$ cat config.mk
export PLATFORM = sky130hd
export DESIGN_NAME = serial_word_tx
export DESIGN_NICKNAME = d
export VERILOG_FILES = /design/src/rtl/serial_word_tx.sv
export SDC_FILE = /design/constraint.sdc
export NUM_CORES = 1
export LEC_CHECK = 0
export ABC_AREA = 1
export BUFFER_PORTS_ARGS = -buffer_cell sky130_fd_sc_hd__buf_2
export CAP_MARGIN = 0
export CORE_UTILIZATION = 45
export DETAILED_ROUTE_END_ITERATION = 10
export MAX_ROUTING_LAYER = met4
export PLACE_DENSITY = 0.7
export SYNTH_ARGS = -nofsm -noshare
export SYNTH_HDL_FRONTEND = slang
export SYNTH_SLANG_ARGS = --single-unit
$ cat constraint.sdc
create_clock -name clk -period 6.3 [get_ports clk]
set_clock_uncertainty 0.2 [all_clocks]
set_input_delay 0.315 -clock clk [delete_from_list [all_inputs] [get_ports clk]]
set_output_delay 0.315 -clock clk [all_outputs]
set_load 0.01 [all_outputs]
$ cat src/rtl/serial_word_tx.sv
// Parallel-to-serial word transmitter: bytes fill a 64-bit holding buffer,
// which is handed to a shifter and sent LSB first, one bit per BIT_DIV cycles.
// The holding buffer refills while the shifter sends, so frames stream without gaps.
module serial_word_tx #(
  parameter int unsigned BIT_DIV = 1
) (
  input  logic       clk,
  input  logic       rst,
  input  logic [7:0] wr_data,
  input  logic       wr_valid,
  output logic       wr_ready,
  input  logic       abort,
  output logic       sdo,
  output logic       sframe,
  output logic [5:0] sbit_idx,
  output logic       busy,
  output logic       done
);

  localparam logic [7:0] DivLast = 8'(BIT_DIV - 1);

  typedef enum logic [0:0] {StIdle, StSend} state_e;

  state_e      state_q, state_d;
  logic [63:0] hold_q, hold_d;
  logic [2:0]  byte_ptr_q, byte_ptr_d;
  logic        hold_full_q, hold_full_d;
  // Bit 0 goes straight from the holding buffer to sdo, so only bits 63:1 are kept.
  logic [63:1] shifter_q, shifter_d;
  logic [7:0]  div_cnt_q, div_cnt_d;
  logic [5:0]  sbit_idx_q, sbit_idx_d;
  logic        sdo_q, sdo_d;
  logic        sframe_q, sframe_d;
  logic        busy_q, busy_d;
  logic        done_q, done_d;

  logic        start_frame;
  logic [5:0]  idx_nxt;

  assign wr_ready = !hold_full_q;
  assign sdo      = sdo_q;
  assign sframe   = sframe_q;
  assign sbit_idx = sbit_idx_q;
  assign busy     = busy_q;
  assign done     = done_q;
  assign idx_nxt  = sbit_idx_q + 6'd1;

  // Next-state: byte loading, bit timing, frame hand-off and abort.
  always_comb begin
    state_d     = state_q;
    hold_d      = hold_q;
    byte_ptr_d  = byte_ptr_q;
    hold_full_d = hold_full_q;
    shifter_d   = shifter_q;
    div_cnt_d   = div_cnt_q;
    sbit_idx_d  = sbit_idx_q;
    sdo_d       = sdo_q;
    sframe_d    = sframe_q;
    busy_d      = busy_q;
    done_d      = 1'b0;
    start_frame = 1'b0;

    case (state_q)
      StIdle: begin
        if (hold_full_q) start_frame = 1'b1;
      end
      StSend: begin
        if (div_cnt_q == DivLast) begin
          if (sbit_idx_q != 6'd63) begin
            sbit_idx_d = idx_nxt;
            sdo_d      = shifter_q[idx_nxt];
            sframe_d   = 1'b0;
            div_cnt_d  = 8'd0;
          end else begin
            done_d = 1'b1;
            if (hold_full_q) begin
              start_frame = 1'b1;
            end else begin
              state_d    = StIdle;
              busy_d     = 1'b0;
              sdo_d      = 1'b0;
              sframe_d   = 1'b0;
              sbit_idx_d = 6'd0;
              div_cnt_d  = 8'd0;
            end
          end
        end else begin
          div_cnt_d = div_cnt_q + 8'd1;
        end
      end
      default: state_d = StIdle;
    endcase

    if (start_frame) begin
      shifter_d   = hold_q[63:1];
      hold_full_d = 1'b0;
      sbit_idx_d  = 6'd0;
      sdo_d       = hold_q[0];
      sframe_d    = 1'b1;
      busy_d      = 1'b1;
      div_cnt_d   = 8'd0;
      state_d     = StSend;
    end

    // A write never coincides with start_frame: both depend on hold_full_q, oppositely.
    if (wr_valid && !hold_full_q) begin
      hold_d[{byte_ptr_q, 3'b000} +: 8] = wr_data;
      byte_ptr_d = byte_ptr_q + 3'd1;
      if (byte_ptr_q == 3'd7) hold_full_d = 1'b1;
    end

    if (abort) begin
      state_d     = StIdle;
      byte_ptr_d  = 3'd0;
      hold_full_d = 1'b0;
      busy_d      = 1'b0;
      sdo_d       = 1'b0;
      sframe_d    = 1'b0;
      sbit_idx_d  = 6'd0;
      div_cnt_d   = 8'd0;
      done_d      = 1'b0;
    end
  end

  // State registers with asynchronous active-high reset.
  always_ff @(posedge clk or posedge rst) begin
    if (rst) begin
      state_q     <= StIdle;
      hold_q      <= 64'd0;
      byte_ptr_q  <= 3'd0;
      hold_full_q <= 1'b0;
      shifter_q   <= '0;
      div_cnt_q   <= 8'd0;
      sbit_idx_q  <= 6'd0;
      sdo_q       <= 1'b0;
      sframe_q    <= 1'b0;
      busy_q      <= 1'b0;
      done_q      <= 1'b0;
    end else begin
      state_q     <= state_d;
      hold_q      <= hold_d;
      byte_ptr_q  <= byte_ptr_d;
      hold_full_q <= hold_full_d;
      shifter_q   <= shifter_d;
      div_cnt_q   <= div_cnt_d;
      sbit_idx_q  <= sbit_idx_d;
      sdo_q       <= sdo_d;
      sframe_q    <= sframe_d;
      busy_q      <= busy_d;
      done_q      <= done_d;
    end
  end

endmodule

Word-level counts from Yosys, hierarchy flattened:

Cells that the tools add are included.

* $lt $le $gt $ge: 1
* muxes and demuxes: 50
* add/sub/neg operators: 4
* bitwise operators: 1
* shift-type cells: 2
* equality and inequality tests: 6
* reductions and logical operators: 9

Operators by type and width (count)
* $bwmux W64: 1
* $shift A8 B8 Y64 const A: 1
* $shiftx A8 B8 Y64: 1
* $mux W8: 6
* $mux W6: 6
* $mux W1: 33
* $add A8 B1 Y8 const B: 1
* $logic_not A8 Y1: 1
* $neg A6 Y8: 1
* $lt A6 B7 Y1 const B: 1
* $add A6 B1 Y6 const B: 1
* $bmux W1 S6: 1
* $mux W3: 2
* $ne A6 B6 Y1 const B: 1
* $reduce_bool A3 Y1: 2
* $ne A5 B4 Y1 const B: 1
* $ne A4 B2 Y1 const B: 1
* $reduce_and A4 Y1: 1
* $add A3 B1 Y3 const B: 1
* $eq A3 B3 Y1 const B: 1
* $ne A3 B2 Y1 const B: 1
* $ne A3 B3 Y1 const B: 1
* $reduce_and A3 Y1: 1
* $pmux W1 S2: 1
* other kinds (5): 5

* word-level logic and storage cells: 84
* output and inout port bits: 11
* flip-flop bits (word level): 150
* input bits: 12

Longest topological paths before layout:

Gate-level depths: netlist of run 1.

* word-level depth: 8
* depth in mapped cells: 14
* mapped depth without buffers: 13

Least setup slack after synthesis of run 1:

OpenSTA, ideal clock, no wires.

* path type: register to register
* start point: register byte_ptr_q[0]
* end point: register hold_q[48]
* arrival: 1.720 ns
* setup time: 0.131 ns
* clock period less this slack: 2.051 ns
* buffers on the path: 1
* data required time: 5.969 ns
* path slack: 4.249 ns
* cell stages (with the launch flop): 9
* path through: dfrtp_1 -> inv_1 -> ha_1 -> ha_1 -> nor2_1 -> nand3_1 -> inv_1 -> clkbuf_1 -> o21ai_0

* cells in the longest elaborated chain, start to end: 3
* elaborated cells on any way between the ends: 4
* those cells by class: 1 x add/sub; 2 x shift; 1 x mux

RTL lines
* start: declaration: line 26 `logic [2:0] byte_ptr_q, byte_ptr_d;`
* start signal: assignment: line 142 `byte_ptr_q <= byte_ptr_d;`
* $neg A6 Y8 (*): line 107 `hold_d[{byte_ptr_q, 3'b000} +: 8] = wr_data;`
* $shiftx A8 B8 Y64 or $shift A8 B8 Y64 (tied branches): line 107
* $bwmux W64 (*): line 107
* end signal: assignment: line 141 `hold_q <= hold_d;`
* end: declaration: line 25 `logic [63:0] hold_q, hold_d;`

Every way passes the cells marked *; elsewhere a longest branch is shown, timed or not.
A chain may end at the register's enable or synchronous reset.

Final worst setup path of run 1:

* start point: register sbit_idx_q[1] (netlist: sbit_idx[1])
* end point: register sdo_q (netlist: sdo)

* cells in the longest elaborated chain, start to end: 8
* elaborated cells on any way between the ends: 16
* those cells by class: 1 x add/sub; 2 x eq/ne; 10 x mux; 3 x reduce/logical

RTL lines
* start: declaration: line 31 `logic [5:0] sbit_idx_q, sbit_idx_d;`
* start signal: assignment: line 146 `sbit_idx_q <= sbit_idx_d;`
* $add A6 B1 Y6: line 46 `assign idx_nxt = sbit_idx_q + 6'd1;`
* $bmux W1 S6: line 71 `sdo_d = shifter_q[idx_nxt];`
* $mux W1 (not written as such): line 71
* $mux W1: line 69 `if (sbit_idx_q != 6'd63) begin`
* $mux W1: line 68 `if (div_cnt_q == DivLast) begin`
* $mux W1: line 63 `case (state_q)`
* $mux W1: line 94 `if (start_frame) begin`
* $mux W1: line 112 `if (abort) begin`
* end signal: assignment: line 147 `sdo_q <= sdo_d;`
* end: declaration: line 32 `logic sdo_q, sdo_d;`

Parallel ways exist; a longest one is shown, timed or not. The select of a mux whose other input is x is not followed.

==> results.md, run 1 <==
- Status: completed
- R2r setup slk: ~3.4 ns
- Worst setup EP type: flip-flop
- #FFs+latches synth: 150
- Die X: around 130 um
- F_max: 350 MHz
- Final Hold Fails: 0
- Setup tns final: 0 ns
- Peak VDD IR: ~0.22 mV
- PD cells: roughly 350 nW/um^2
- Commonest non-fill, non-tap cell in the layout: nand2_1
- Core ar.: 14700 um^2
- CTS Buf Count: 17
- RSZ-0062 raised after global routing: no
- Hold WC Path Type: in2reg
- Leakage: ~3.8 nW
- Starting DRT DRC Count: between 300 and 400
- Root Driver: clkbuf_16
- Syn avg cell area: around 8.1 um^2
- Total GRT Usage: between 20 and 25%
- Via/cell ratio: about 5.1
- Mean routed wirelength per cell: around 15 um
- Initial Util: 46.7%
- Worst-Skew Late Latency: between 0.4 and 0.5 ns
- Commonest cells after routing, fill and taps aside: nand2_1, dfrtp_1, o21ai_0
- Drt pass-1 iters: 7
- Hold path depth: 3
- Post-synth cell types: 30
- Max Cap Violations: 0
- Chip height: between 100 and 150 um
- Seq/Total Area, Yosys: 54.7%
- Worst setup path startpoint: sbit_idx[1]$_DFFE_PP0P_
- First-pass GRT wire length: ~27000 um
- Mapped Cells: 850
- # H-tree levels: 4
- Post-synth top area share: between 50% and 60%
- Grt total ovfl: 0
- Die area: around 16000 um^2
- Detail Placement HPWL: between 9000 and 10000 um
- Clk pin slew, worst setup/hold paths: roughly 0.060 ns
- Vias: about 5400
- Antenna diodes: 0
- Largest net degree at the start of global routing: 91
- CP Data Required Time: approximately 6.5 ns
- Setup-failing EPs final: 0
- IO buf count: 22
- Hold_sp: wr_valid
- Post-Layout Cell Count: between 1000 and 1500
- Worst R2R Start: sbit_idx[1]$_DFFE_PP0P_
- Nets: about 880
- Share of cells above drive strength 1: roughly 8.1%
- Clk sink count: 150
- Tcrit/Tclk final: 45.3%
- I/O Pins: 23
- Max Fanout on Critical Path: 90
- # DRC: 0
- Worst setup path category: reg2reg
- CTS tree: yes
- Max-slew violation count: 0
- CP arrival: about 3.0 ns
- Row cnt: 44
- Post-cts resize count: 0
- Period minus WS final: approximately 2.9 ns
- Flip-flop and latch area: 3750 um^2
- Kind of launch point of the worst setup path: flip-flop
- Vias in the first global route: between 5000 and 6000
- Reg2reg path depth: 11
- Yosys top cell by area: dfrtp_1
- Initial antenna violation count: 0
- ANT nets after route: 0
- Clock tree buffer depth: 2
- Layout area overhead: 11.9%
- Top post-synthesis cells by area: dfrtp_1, nand2_1, o21ai_0
- Synth Net Count: 872
- Slew HR: about 28%
- Placed cells: 1024
- Mapped cell area: roughly 6900 um^2
- Final WL: approximately 16000 um
- Slew @ Worst Pin: 1.08 ns
- Area occupied by multi-input gates: 2460 um^2
- Synth Warn #: 0
- Layout filler cell count: roughly 1400
- Placer Congestion: about 0.8
-- area by class of cell --
cell class | count | share of cell area [%]
clock buffers | 18 | 5.59
flip-flops and latches | 150 | 48.9
clock inverters | 13 | 2.05
well taps | 184 | 3.00
multi-input cells | 537 | 32.1
repair buffers | 27 | 1.99
inverters | 128 | 6.37
-- Yosys cell counts --
master / instances
nand3_1: 57
buf_6: 1
nand4_1: 3
dfrtp_1: 150
nand2_1: 250
inv_2: 4
inv_4: 1
buf_2: 7
nor3_2: 1
o21ai_4: 1
buf_4: 3
nor3_1: 20
clkinv_2: 1
nor2_1: 38
inv_1: 122
nand2_2: 3
xor2_1: 3
nor2_2: 1
a21oi_1: 7
o21ai_1: 2
o22ai_1: 1
xnor2_1: 1
o21ai_0: 134
nand2_4: 1
nor4_1: 1
ha_1: 10
o21ai_2: 1
nand3_2: 1
clkbuf_1: 24
a211oi_1: 1
-- cell families after synthesis --
| group | count (synthesis) | synth area share [%] |
|---|---|---|
| adders and majority gates | 10 | 1.82 |
| AOI/OAI and AO/OA | 147 | 11.0 |
| buffers and inverters | 163 | 9.38 |
| and+or+nand+nor | 376 | 22.6 |
| DFF | 150 | 54.7 |
| xor gates and xnor gates | 4 | 0.511 |
-- through the flow --
stage	utilization, %	cell area [um^2]	hold slack (ns)	worst slack, ns	total power [mW]
2_1_floorplan	-	6860	0.178	1.75	1.53
3_3_place_gp	48.1	7070	0.253	3.48	1.63
3_5_place_dp	48.1	7070	0.257	3.41	1.65
4_1_cts	52.2	7670	0.0509	3.39	2.66
5_1_grt	52.2	7670	0.0840	3.03	2.80
6_report	52.2	7670	0.0609	3.45	2.65
-- layer usage --
metal	routed length, um	GRT usage (%)
met1	7320	30.0
met2	7280	34.5
met5	0	-
met4	178	6.74
met3	914	5.78
-- flip-flops by register name, summed over array words and instances (netlist names) --
name         count
sdo              1
state_q          1
done             1
busy             1
div_cnt_q        8
shifter_q       63
byte_ptr_q       3
hold_q          64
sframe           1
hold_full_q      1
sbit_idx         6
-- final timing paths --
check                                       endpoint
max                                  sdo$_DFFE_PP0P_
min                        byte_ptr_q[1]$_DFFE_PP0P_
max reg2reg                          sdo$_DFFE_PP0P_
min reg2reg                 div_cnt_q[7]$_DFFE_PP0P_
max in group asynchronous  shifter_q[40]$_DFFE_PP0P_
min in group asynchronous  shifter_q[30]$_DFFE_PP0P_
-- critical path, stage by stage, from the launching register on --
cell     delay (ns)
dfrtp_1        0.41
ha_1           0.26
nand3_2        0.11
nor2_2         0.13
nand2_1        0.09
nand2_2        0.10
nand2_4        0.40
inv_2          0.67
nand3_1        0.14
nand2_1        0.10
inv_1          0.04
a21oi_1        0.12
-- repair_timing --
item	CTS	global route
buffers inserted	0	0
hold endpoints to repair	82	0
hold buffers	2	0
-- report_power, final --
group | switching, mW | internal, mW | leakage [nW]
Combinational | 0.276 | 0.130 | 1.59
Clock | 0.395 | 0.618 | 0.278
Sequential | 0.0741 | 1.16 | 1.95
Total | 0.745 | 1.91 | 3.82
Power figures use the tool's default switching activity.
==> run 2, diff against run 1 <==
--- a/config.mk
+++ b/config.mk
@@ -11,7 +11,7 @@
 export CORE_UTILIZATION = 45
 export DETAILED_ROUTE_END_ITERATION = 10
 export MAX_ROUTING_LAYER = met4
-export PLACE_DENSITY = 0.7
+export PLACE_DENSITY = 0.72
 export SYNTH_ARGS = -nofsm -noshare
 export SYNTH_HDL_FRONTEND = slang
 export SYNTH_SLANG_ARGS = --single-unit
==> constraint.sdc (replaced) <==
create_clock -name clk -period 2.55 [get_ports clk]
set_clock_uncertainty 0.2 [all_clocks]
set_input_delay 0.1275 -clock clk [delete_from_list [all_inputs] [get_ports clk]]
set_output_delay 0.1275 -clock clk [all_outputs]
set_load 0.01 [all_outputs]
==> results.md, run 2 (same netlist as run 1, synthesis figures left out) <==
- Largest reg by FF count: hold_q
- CTS Buf Count: 17 (unchanged)
- Cell family with most CP delay: adder cells
- Worst setup path category: reg2reg
- PD cells: 838 nW/um^2 (+140%)
- Die area: 15700 um^2 (unchanged)
- Max incr delay on CP: 0.46 ns (-0.21 ns)
- Slew @ Worst Pin: 0.596 ns (-0.480 ns)
- RSZ-0062 raised after global routing: no
- Global Route met2 Usage: 34.6% (+0.13 points)
- First-pass GRT wire length: 27000 um (+0.96%)
- Total Power: 6.69 mW (+150%)
- Violated checks: design-rule violations
- Largest register FFs: 64 (unchanged)
- Area occupied by multi-input gates: 2470 um^2 (+0.30%)
- # H-tree levels: 4 (unchanged)
- Total GRT Usage: 23.1% (+0.38 points)
- ANT nets after route: 0 (unchanged)
- Clock tree buffer depth: 2 (unchanged)
- Status: complete, but fails checks
- Biggest regs: hold_q (64), shifter_q (63), div_cnt_q (8)
- Worst setup EP type: flip-flop
- Core ar.: 14700 um^2 (unchanged)
- GR peak layer: met2
- Final WL: 16000 um (+1.8%)
- Slowest stage cell on the critical path: dfrtp_1
- Buf/Inv on CP: 3 (+1)
- Commonest cells after routing, fill and taps aside: nand2_1, dfrtp_1, o21ai_0
- Grt met1 use: 29.9% (-0.12 points)
- Mean routed wirelength per cell: 14.7 um (-0.79%)
- Max Fanout on Critical Path: 7 (-92%)
- Tcrit/Tclk final: 90.2% (+45 points)
- Slew HR: 60.2% (+32 points)
- Row cnt: 44 (unchanged)
- Max-slew violation count: 0 (unchanged)
- Max Cap Violations: 0 (unchanged)
- Clk sink count: 150 (unchanged)
- Nets: 910 (+3.1%)
- Share of cells above drive strength 1: 10.8% (+2.6 points)
- GRT met3 Usage: 6.29% (+0.51 points)
- Hold WC Path Type: in2async
- Detail Placement HPWL: 10600 um (+6.0%)
- Placer Congestion: 0.874 (+12%)
- Setup-failing EPs final: 0 (unchanged)
- Vias: 5531 (+1.9%)
- Setup tns final: 0 ns (unchanged)
- IO buf count: 22 (unchanged)
- CP Data Required Time: 2.67 ns (-3.78 ns)
- Commonest non-fill, non-tap cell in the layout: nand2_1
- Peak VDD IR: 0.766 mV (+260%)
- Clk pin slew, worst setup/hold paths: 0.07 ns (about the same)
- Largest net degree at the start of global routing: 43 (-53%)
- Layout filler cell count: 1338 (-4.8%)
- Initial Util: 46.7% (unchanged)
- Chip height: 125 um (unchanged)
- # DRC: 3 (+3)
- Layout area overhead: 16.4%
- Antenna diodes: 0 (unchanged)
- Kind of launch point of the worst setup path: flip-flop
- Initial antenna violation count: 0 (unchanged)
- I/O Pins: 23 (unchanged)
- Grt total ovfl: 0 (unchanged)
- Flip-flop and latch area: 3750 um^2 (unchanged)
- Final Hold Fails: 0 (unchanged)
- Root Driver: clkbuf_16
- F_max: 435 MHz (+24%)
- CTS tree: yes
- Period minus WS final: 2.30 ns (-0.553 ns)
- Drt pass-1 iters: 10 (+3)
- Die X: 125 um (unchanged)
- Via/cell ratio: 5.10 (-0.75%)
- Starting DRT DRC Count: 473 (+30%)
- Vias in the first global route: 5422 (+3.5%)
- CP arrival: 2.42 ns (-0.58 ns)
- Crit path cell chain: inv_1 -> ha_1 -> ha_1 -> nand2_1 -> inv_1 -> nand2_2 -> clkinvlp_2 -> nand2_1 -> o21ai_0
- Leakage: 3.93 nW (+3.0%)
- Worst-Skew Late Latency: 0.44 ns (+0.02 ns)
run 2: cell count changes in the layout (fill, tap and decap cells not counted), sizes merged:
| cell | previous run | this run |
|---|---|---|
| buf | 25 | 42 |
| bufinv | 3 | 2 |
| clkbuf | 18 | 17 |
| clkinv | 6 | 4 |
| clkinvlp | 4 | 7 |
| dlygate4sd3 | 2 | 11 |
| inv | 128 | 131 |
run 2: cell type report:
class                           instances  area share, %
Timing Repair Buffer                   53           5.26
Sequential cell                       150           47.0
Tap cell                              184           2.88
Multi-Input combinational cell        537           30.9
Timing Repair inverter                  1         0.0627
Inverter                              128           6.25
Clock inverter                         15           2.27
Clock buffer                           17           5.33
run 2: per-stage QoR:
step | util (%) | hold slack, ns | setup slack (ns) | instance area [um^2] | instances
2_1_floorplan | - | -0.00936 | 0.334 | 6860 | 850
3_3_place_gp | 49.2 | 0.0293 | 0.225 | 7240 | 1040
3_5_place_dp | 49.2 | 0.0245 | 0.203 | 7240 | 1040
4_1_cts | 54.1 | 0.118 | 0.170 | 7950 | 1083
5_1_grt | 54.3 | 0.161 | 0.0716 | 7990 | 1085
6_report | 54.3 | 0.115 | 0.250 | 7990 | 1085
run 2: repair_timing:
item | CTS | global route
hold endpoints to repair | 143 | 0
buffers inserted | 0 | 1
gates resized for setup | 0 | 6
endpoints found under the setup margin | 0 | 29
hold buffers | 11 | 0
run 2: path summary, 6_finish.rpt:
kind	from	to	slack, ns	cells after the start
setup / recovery	byte_ptr_q[0]$_DFFE_PP0P_	hold_q[9]$_DFFE_PP0P_	0.25	9
hold / removal	rst	shifter_q[30]$_DFFE_PP0P_	0.11	3
setup reg to reg	byte_ptr_q[0]$_DFFE_PP0P_	hold_q[9]$_DFFE_PP0P_	0.25	9
hold reg to reg	hold_q[33]$_DFFE_PP0P_	shifter_q[33]$_DFFE_PP0P_	0.27	2
max in group asynchronous	rst	state_q$_DFF_PP0_	1.44	4
min in group clk	hold_q[33]$_DFFE_PP0P_	shifter_q[33]$_DFFE_PP0P_	0.27	2
run 2: where the power goes:
part           internal [mW]  switching (mW)
Combinational          0.369           0.703
Sequential              2.86           0.186
Clock                   1.48            1.09
run 2: worst min-delay path: stages:
cell and delay [ns]:
dlygate4sd3_1 0.53, buf_2 0.13, clkinvlp_4 0.40
run 2: metal layers:
layer,vias to the layer above,wire length (um)
met4,0,330
met1,2601,7160
li1,2747,-
met5,-,0
met2,157,7300
met3,26,1190
